==> config.mk <==
export PLATFORM = sky130hd
export DESIGN_NAME = perf_counter_sampler_flat
export DESIGN_NICKNAME = d
export VERILOG_FILES = /design/src/rtl/perf_counter_sampler_if.sv /design/src/rtl/perf_counter_sampler.sv /design/src/flat_wrapper.sv
export SDC_FILE = /design/constraint.sdc
export NUM_CORES = 1
export LEC_CHECK = 0
export ABC_CLOCK_PERIOD_IN_PS = 5950
export CORE_UTILIZATION = 60
export CTS_BUF_LIST = sky130_fd_sc_hd__clkbuf_4
export CTS_CLUSTER_DIAMETER = 120
export DETAILED_ROUTE_END_ITERATION = 6
export PLACE_DENSITY = 0.83
export SYNTH_ARGS = -nofsm -noshare
export SYNTH_HDL_FRONTEND = slang
export SYNTH_SLANG_ARGS = --single-unit
==> constraint.sdc <==
create_clock -name clk -period 5.95 [get_ports clk]
set_clock_uncertainty 0.15 [all_clocks]
set_input_delay 0.8925 -clock clk [delete_from_list [all_inputs] [get_ports clk]]
set_output_delay 0.8925 -clock clk [all_outputs]
set_load 0.02 [all_outputs]
==> src/rtl/perf_counter_sampler_if.sv <==
// Record stream carrying one {index, value} counter sample per beat.
interface perf_counter_sampler_if #(
  parameter int DATA_W = 32
);
  logic              valid;
  logic              ready;
  logic [DATA_W-1:0] data;
  logic [3:0]        index;
  logic              last;

  modport master (output valid, data, index, last, input ready);
  modport slave  (input valid, data, index, last, output ready);
endinterface

==> src/rtl/perf_counter_sampler.sv <==
// Sweeps the counter select, captures each counter into a record FIFO and streams the records.
// Sweeps start on trigger or periodic tick; an optional one-cycle counter clear follows a sweep.
module perf_counter_sampler #(
  parameter int NUM_COUNTERS  = 9,
  parameter int SAMPLE_PERIOD = 1024,
  parameter int FIFO_DEPTH    = 16,
  parameter int DATA_W        = 32
) (
  input  logic                      clk,
  input  logic                      rst_n,
  input  logic                      enable,
  input  logic                      trigger,
  input  logic                      auto_clear,
  output logic [3:0]                counter_select,
  input  logic [DATA_W-1:0]         counter_data,
  output logic                      counter_reset,
  perf_counter_sampler_if.master    out,
  output logic                      busy,
  output logic                      overflow,
  input  logic                      overflow_clear
);

  localparam int              AW          = $clog2(FIFO_DEPTH);
  localparam int              TW          = (SAMPLE_PERIOD > 1) ? $clog2(SAMPLE_PERIOD) : 1;
  localparam bit              PERIOD_ON   = (SAMPLE_PERIOD != 0);
  localparam logic [TW-1:0]   PERIOD_LAST = TW'((SAMPLE_PERIOD > 0) ? SAMPLE_PERIOD - 1 : 0);
  localparam logic [3:0]      LAST_IDX    = 4'(NUM_COUNTERS - 1);
  localparam logic [AW:0]     ROOM        = (AW + 1)'(FIFO_DEPTH - NUM_COUNTERS);

  typedef enum logic [1:0] {S_IDLE, S_SWEEP, S_CLEAR} state_t;

  typedef struct packed {
    logic [3:0]        index;
    logic [DATA_W-1:0] data;
  } rec_t;

  state_t        state, state_nxt;
  logic [TW-1:0] timer;
  logic          tick, req, start, drop;
  logic          primed, clr_lat, push, pop;
  logic [AW-1:0] wr_ptr, rd_ptr;
  logic [AW:0]   count;
  rec_t          mem [FIFO_DEPTH];

  assign tick  = PERIOD_ON && enable && (timer == PERIOD_LAST);
  assign req   = trigger | tick;
  assign start = (state == S_IDLE) && req && (count <= ROOM);
  assign drop  = req && !start;

  always_ff @(posedge clk or negedge rst_n) begin
    if (!rst_n)
      timer <= '0;
    else if (PERIOD_ON && enable)
      timer <= tick ? '0 : timer + 1'b1;
  end

  always_ff @(posedge clk or negedge rst_n) begin
    if (!rst_n) state <= S_IDLE;
    else        state <= state_nxt;
  end

  always_comb begin
    state_nxt = state;
    case (state)
      S_IDLE:  if (start) state_nxt = S_SWEEP;
      S_SWEEP: if (primed && counter_select == LAST_IDX)
                 state_nxt = clr_lat ? S_CLEAR : S_IDLE;
      S_CLEAR: state_nxt = S_IDLE;
      default: state_nxt = S_IDLE;
    endcase
  end

  always_comb begin
    busy          = (state != S_IDLE);
    counter_reset = (state == S_CLEAR);
    push          = (state == S_SWEEP) && primed;
  end

  // First sweep cycle only presents select 0 so the counter block sees a registered select
  // for a full cycle before each capture.
  always_ff @(posedge clk or negedge rst_n) begin
    if (!rst_n) begin
      counter_select <= '0;
      primed         <= 1'b0;
      clr_lat        <= 1'b0;
    end else if (start) begin
      counter_select <= '0;
      primed         <= 1'b0;
      clr_lat        <= auto_clear;
    end else if (state == S_SWEEP) begin
      if (!primed)
        primed <= 1'b1;
      else if (counter_select == LAST_IDX)
        counter_select <= '0;
      else
        counter_select <= counter_select + 1'b1;
    end
  end

  always_ff @(posedge clk or negedge rst_n) begin
    if (!rst_n)
      overflow <= 1'b0;
    else if (drop)
      overflow <= 1'b1;
    else if (overflow_clear)
      overflow <= 1'b0;
  end

  // Admission only starts a sweep with room for every record, so push never sees a full FIFO.
  assign pop = out.valid && out.ready;

  always_ff @(posedge clk) begin
    if (push)
      mem[wr_ptr] <= '{index: counter_select, data: counter_data};
  end

  always_ff @(posedge clk or negedge rst_n) begin
    if (!rst_n) begin
      wr_ptr <= '0;
      rd_ptr <= '0;
      count  <= '0;
    end else begin
      if (push) wr_ptr <= wr_ptr + 1'b1;
      if (pop)  rd_ptr <= rd_ptr + 1'b1;
      case ({push, pop})
        2'b10:   count <= count + 1'b1;
        2'b01:   count <= count - 1'b1;
        default: count <= count;
      endcase
    end
  end

  assign out.valid = (count != '0);
  assign out.data  = mem[rd_ptr].data;
  assign out.index = mem[rd_ptr].index;
  assign out.last  = (mem[rd_ptr].index == LAST_IDX);

endmodule
==> src/flat_wrapper.sv <==
// flat-port wrapper written by rule: the top's interface ports become plain ports
module perf_counter_sampler_flat 
#(
  parameter int NUM_COUNTERS  = 9,
  parameter int SAMPLE_PERIOD = 1024,
  parameter int FIFO_DEPTH    = 16,
  parameter int DATA_W        = 32
)
  (clk, rst_n, enable, trigger, auto_clear, counter_select, counter_data, counter_reset, busy, overflow, overflow_clear, out_valid, out_data, out_index, out_last, out_ready);
  perf_counter_sampler_if #(.DATA_W(DATA_W)) out_i ();
  input  logic clk;
  input  logic rst_n;
  input  logic enable;
  input  logic trigger;
  input  logic auto_clear;
  output logic [3:0] counter_select;
  input  logic [DATA_W-1:0] counter_data;
  output logic counter_reset;
  output logic busy;
  output logic overflow;
  input  logic overflow_clear;
  output wire logic [$bits(out_i.valid)-1:0] out_valid;
  output wire logic [$bits(out_i.data)-1:0] out_data;
  output wire logic [$bits(out_i.index)-1:0] out_index;
  output wire logic [$bits(out_i.last)-1:0] out_last;
  input wire logic [$bits(out_i.ready)-1:0] out_ready;
  assign out_valid = out_i.valid;
  assign out_data = out_i.data;
  assign out_index = out_i.index;
  assign out_last = out_i.last;
  assign out_i.ready = out_ready;
  perf_counter_sampler #(.NUM_COUNTERS(NUM_COUNTERS), .SAMPLE_PERIOD(SAMPLE_PERIOD), .FIFO_DEPTH(FIFO_DEPTH), .DATA_W(DATA_W)) u_core (.clk(clk), .rst_n(rst_n), .enable(enable), .trigger(trigger), .auto_clear(auto_clear), .counter_select(counter_select), .counter_data(counter_data), .counter_reset(counter_reset), .out(out_i), .busy(busy), .overflow(overflow), .overflow_clear(overflow_clear));
endmodule
==> impl_results.md <==
- CTS tree: built
- Final WS setup: between 1 and 1.5 ns
- Least-Margin Pin Slew: 0.886 ns
- Initial Util: 61.5%
- Total iterations of the first detailed-routing run: 7
- Fraction of layout cells with a size suffix above 1: about a third
- Post-Route WL: 47900 um
- Initial antenna violation count: 2
- Yosys top cell area share: roughly three quarters
- Largest net degree at the start of global routing: 81
- GPL Wtd Cong: 0.713
- Placement row count: just over 70
- Number of port buffers: 83
- Longest Clk Path Bufs: 3
- Critical path peak fanout: 48
- Flops & latches, synth: 608
- Gr ovfl total: 0
- Die area: 39700 um2
- Layout Nets: 1249
- Register area share after synthesis: a little under 80%
- Final setup fails: 0
- Total number of vias: approximately 11000
- CTS clk-pin slew, worst paths: 0.06 ns
- Tmin final: 4.81 ns
- Peak supply drop: 0.363 mV
- CTS root buf: clkbuf_4
- Place WS: 1.93 ns
- Post_cts resized: 0
- Syn Inst Count: 987
- Setup CP Type: reg2out
- Layout area overhead: 14.6%
- R2r endpoint: u_core.mem[10][18]$_DFFE_PP_
- Ys async rst share: under 10%
- Yosys cell types: 39
- Startpoint types: register
- Hpwl dp: 24700 um
- Crit. End Element: output port
- Worst slew margin: 40.9%
- Yosys Warn Count: 0
- Die width: roughly 200 um
- Postcts setup bufs: 0
- Mapped Avg Cell Area: 23.6 um2
- Commonest cells post-synth: edfxtp_1 (576), mux4_2 (176), dfrtp_1 (32)
- Start of the worst register-to-register path: u_core.state[1]$_DFFE_PN0P_
- Dominant synthesized flop cell: edfxtp_1
- First DRT Iteration DRCs: slightly below 1000
- RSZ-0062 raised after global routing: false
- Critical Path AT: 3.77 ns
- Status: complete, no violations
- Area of the multi-input gates: 4960 um2
- EDFF count, synth: 576
- FF+latch area: 18100 um2
- Clock sink total: 608
- # IOs: 84
- Max-slew violations: 0
- Global Route Usage Sum: about a quarter
- Synthesized Nets: 1039
- Period utilization: around four fifths
- Worst reg2reg setup slack: 2.73 ns
- Static Leak: 0.00878 uW
- Hold/Removal Path Class: in2async
- Vias in the first global route: approximately 12000
- Wirelength per Cell: 26.3 um
- Syn Std Cell Area: 23300 um2
- Synth top area cells: edfxtp_1 (74%), mux4_2 (17%), dfrtp_1 (3.4%), ha_1 (0.64%), and2_1 (0.46%)
- Fmax: 0.208 GHz
- Hold-fix buffers, CTS: 0
- Final Hold Viols: 0
- Core region area: 37900 um2
- Reg2Reg Depth: 5
- Via/cell ratio: 6.15
- Die H: 199 um
- Setup TNS: 0 ns
- TritonCTS Buffers: between 100 and 150
- First-pass GRT wire length: 70100 um
- Critical Path RT: 4.91 ns
- Most frequent cell after synthesis: edfxtp_1
- DRC Markers: 0
- Fill cell count: ~2200
- Synth area leader: edfxtp_1
- Clock Latency Late Sink: 0.81 ns
- H-tree Lvls: 4
- Max-Cap Viols: 0
- Final ANT Viol Nets: 0
- Pwr/cell area: 499 nW/um2
## layer usage
metal	global-route usage [%]	up-vias	share of wire, %
met4	10.1	2	2.4
met1	32.8	5776	37
met3	5.55	90	8.5
met5	0	-	0.025
met2	42.1	612	52
li1	-	4692	-
## critical path: stages (launching register included)
cell             delay (ns)
dfrtp_4                0.92
buf_4                  0.54
mux4_2                 0.41
mux4_2                 0.52
clkdlybuf4s50_1        0.56
## stage by stage
| stage | hold slack [ns] | utilization (%) | cell area [um2] | power (uW) | instances |
|---|---|---|---|---|---|
| 3_3_place_gp | 0.303 | 65.4 | 24800 | 9840 | 1560 |
| 4_1_cts | 0.286 | 70.5 | 26800 | 13500 | 1817 |
| 5_1_grt | 0.346 | 70.5 | 26800 | 13900 | 1818 |
| 2_1_floorplan | 0.288 | - | 23300 | 8530 | 987 |
| 6_report | 0.329 | 70.5 | 26800 | 13400 | 1818 |
| 3_5_place_dp | 0.317 | 65.4 | 24800 | 9980 | 1560 |
## state kept, by name, summed over array words and instances, names as in the netlist
signal,count
u_core.clr_lat,1
u_core.overflow,1
u_core.counter_select,4
u_core.primed,1
u_core.state,2
u_core.timer,10
u_core.wr_ptr,4
u_core.rd_ptr,4
u_core.count,5
u_core.mem,576
## cells by family after synthesis
family | share of synthesized area [%]
multiplexers | 17.1
AND/OR/NAND/NOR | 1.95
adder cells (fa/ha/maj) | 0.729
AO/OA/AOI/OAI | 0.793
XOR/XNOR | 0.563
flip-flops | 77.5
buffers and inverters | 1.30
## area by class of cell
type	count	area share (%)
diodes	1	0.00935
clock buffers	206	5.78
clock inverters	51	1.54
inverters	12	0.168
multi-input cells	323	18.5
flip-flops and latches	608	67.7
well taps	511	2.39
repair buffers	106	3.89
## cells in the final DEF, fill, tap and decap left out, types with 7 or more instances in the layout
| cell | synthesis | final |
|---|---|---|
| xnor2_1 | 10 | 10 |
| edfxtp_1 | 576 | 576 |
| clkinv_1 | 0 | 33 |
| nand2_1 | 21 | 21 |
| dfrtp_1 | 32 | 28 |
| inv_1 | 12 | 12 |
| nor2_1 | 13 | 13 |
| clkbuf_4 | 0 | 206 |
| bufinv_16 | 0 | 8 |
| o21ai_0 | 9 | 9 |
| ha_1 | 12 | 12 |
| buf_4 | 10 | 20 |
| nand3_1 | 11 | 11 |
| mux4_2 | 176 | 176 |
| and2_2 | 0 | 16 |
| a21oi_1 | 7 | 7 |
| clkdlybuf4s50_1 | 0 | 83 |
## worst max path at each step
stage          cells after the start            to                    startpoint  slack [ns]
6_report                           4  out_data[10]  u_core.rd_ptr[1]$_DFFE_PN0P_        1.14
5_1_grt                            6      out_last  u_core.rd_ptr[0]$_DFFE_PN0P_        0.98
4_1_cts                            6      out_last  u_core.rd_ptr[0]$_DFFE_PN0P_        1.05
3_5_place_dp                       6      out_last  u_core.rd_ptr[0]$_DFFE_PN0P_        1.93
3_3_place_gp                       6      out_last  u_core.rd_ptr[0]$_DFFE_PN0P_        1.92
2_1_floorplan                      6      out_last  u_core.rd_ptr[0]$_DFFE_PN0P_        2.82
## power breakdown
group          internal [uW]  switching, uW  leakage, uW
Clock                   1950           1570      0.00115
Combinational           2080           2110      0.00204
Sequential              5320            339      0.00560
Total                   9350           4010      0.00878
No activity file was read; power rests on OpenSTA's default activity.
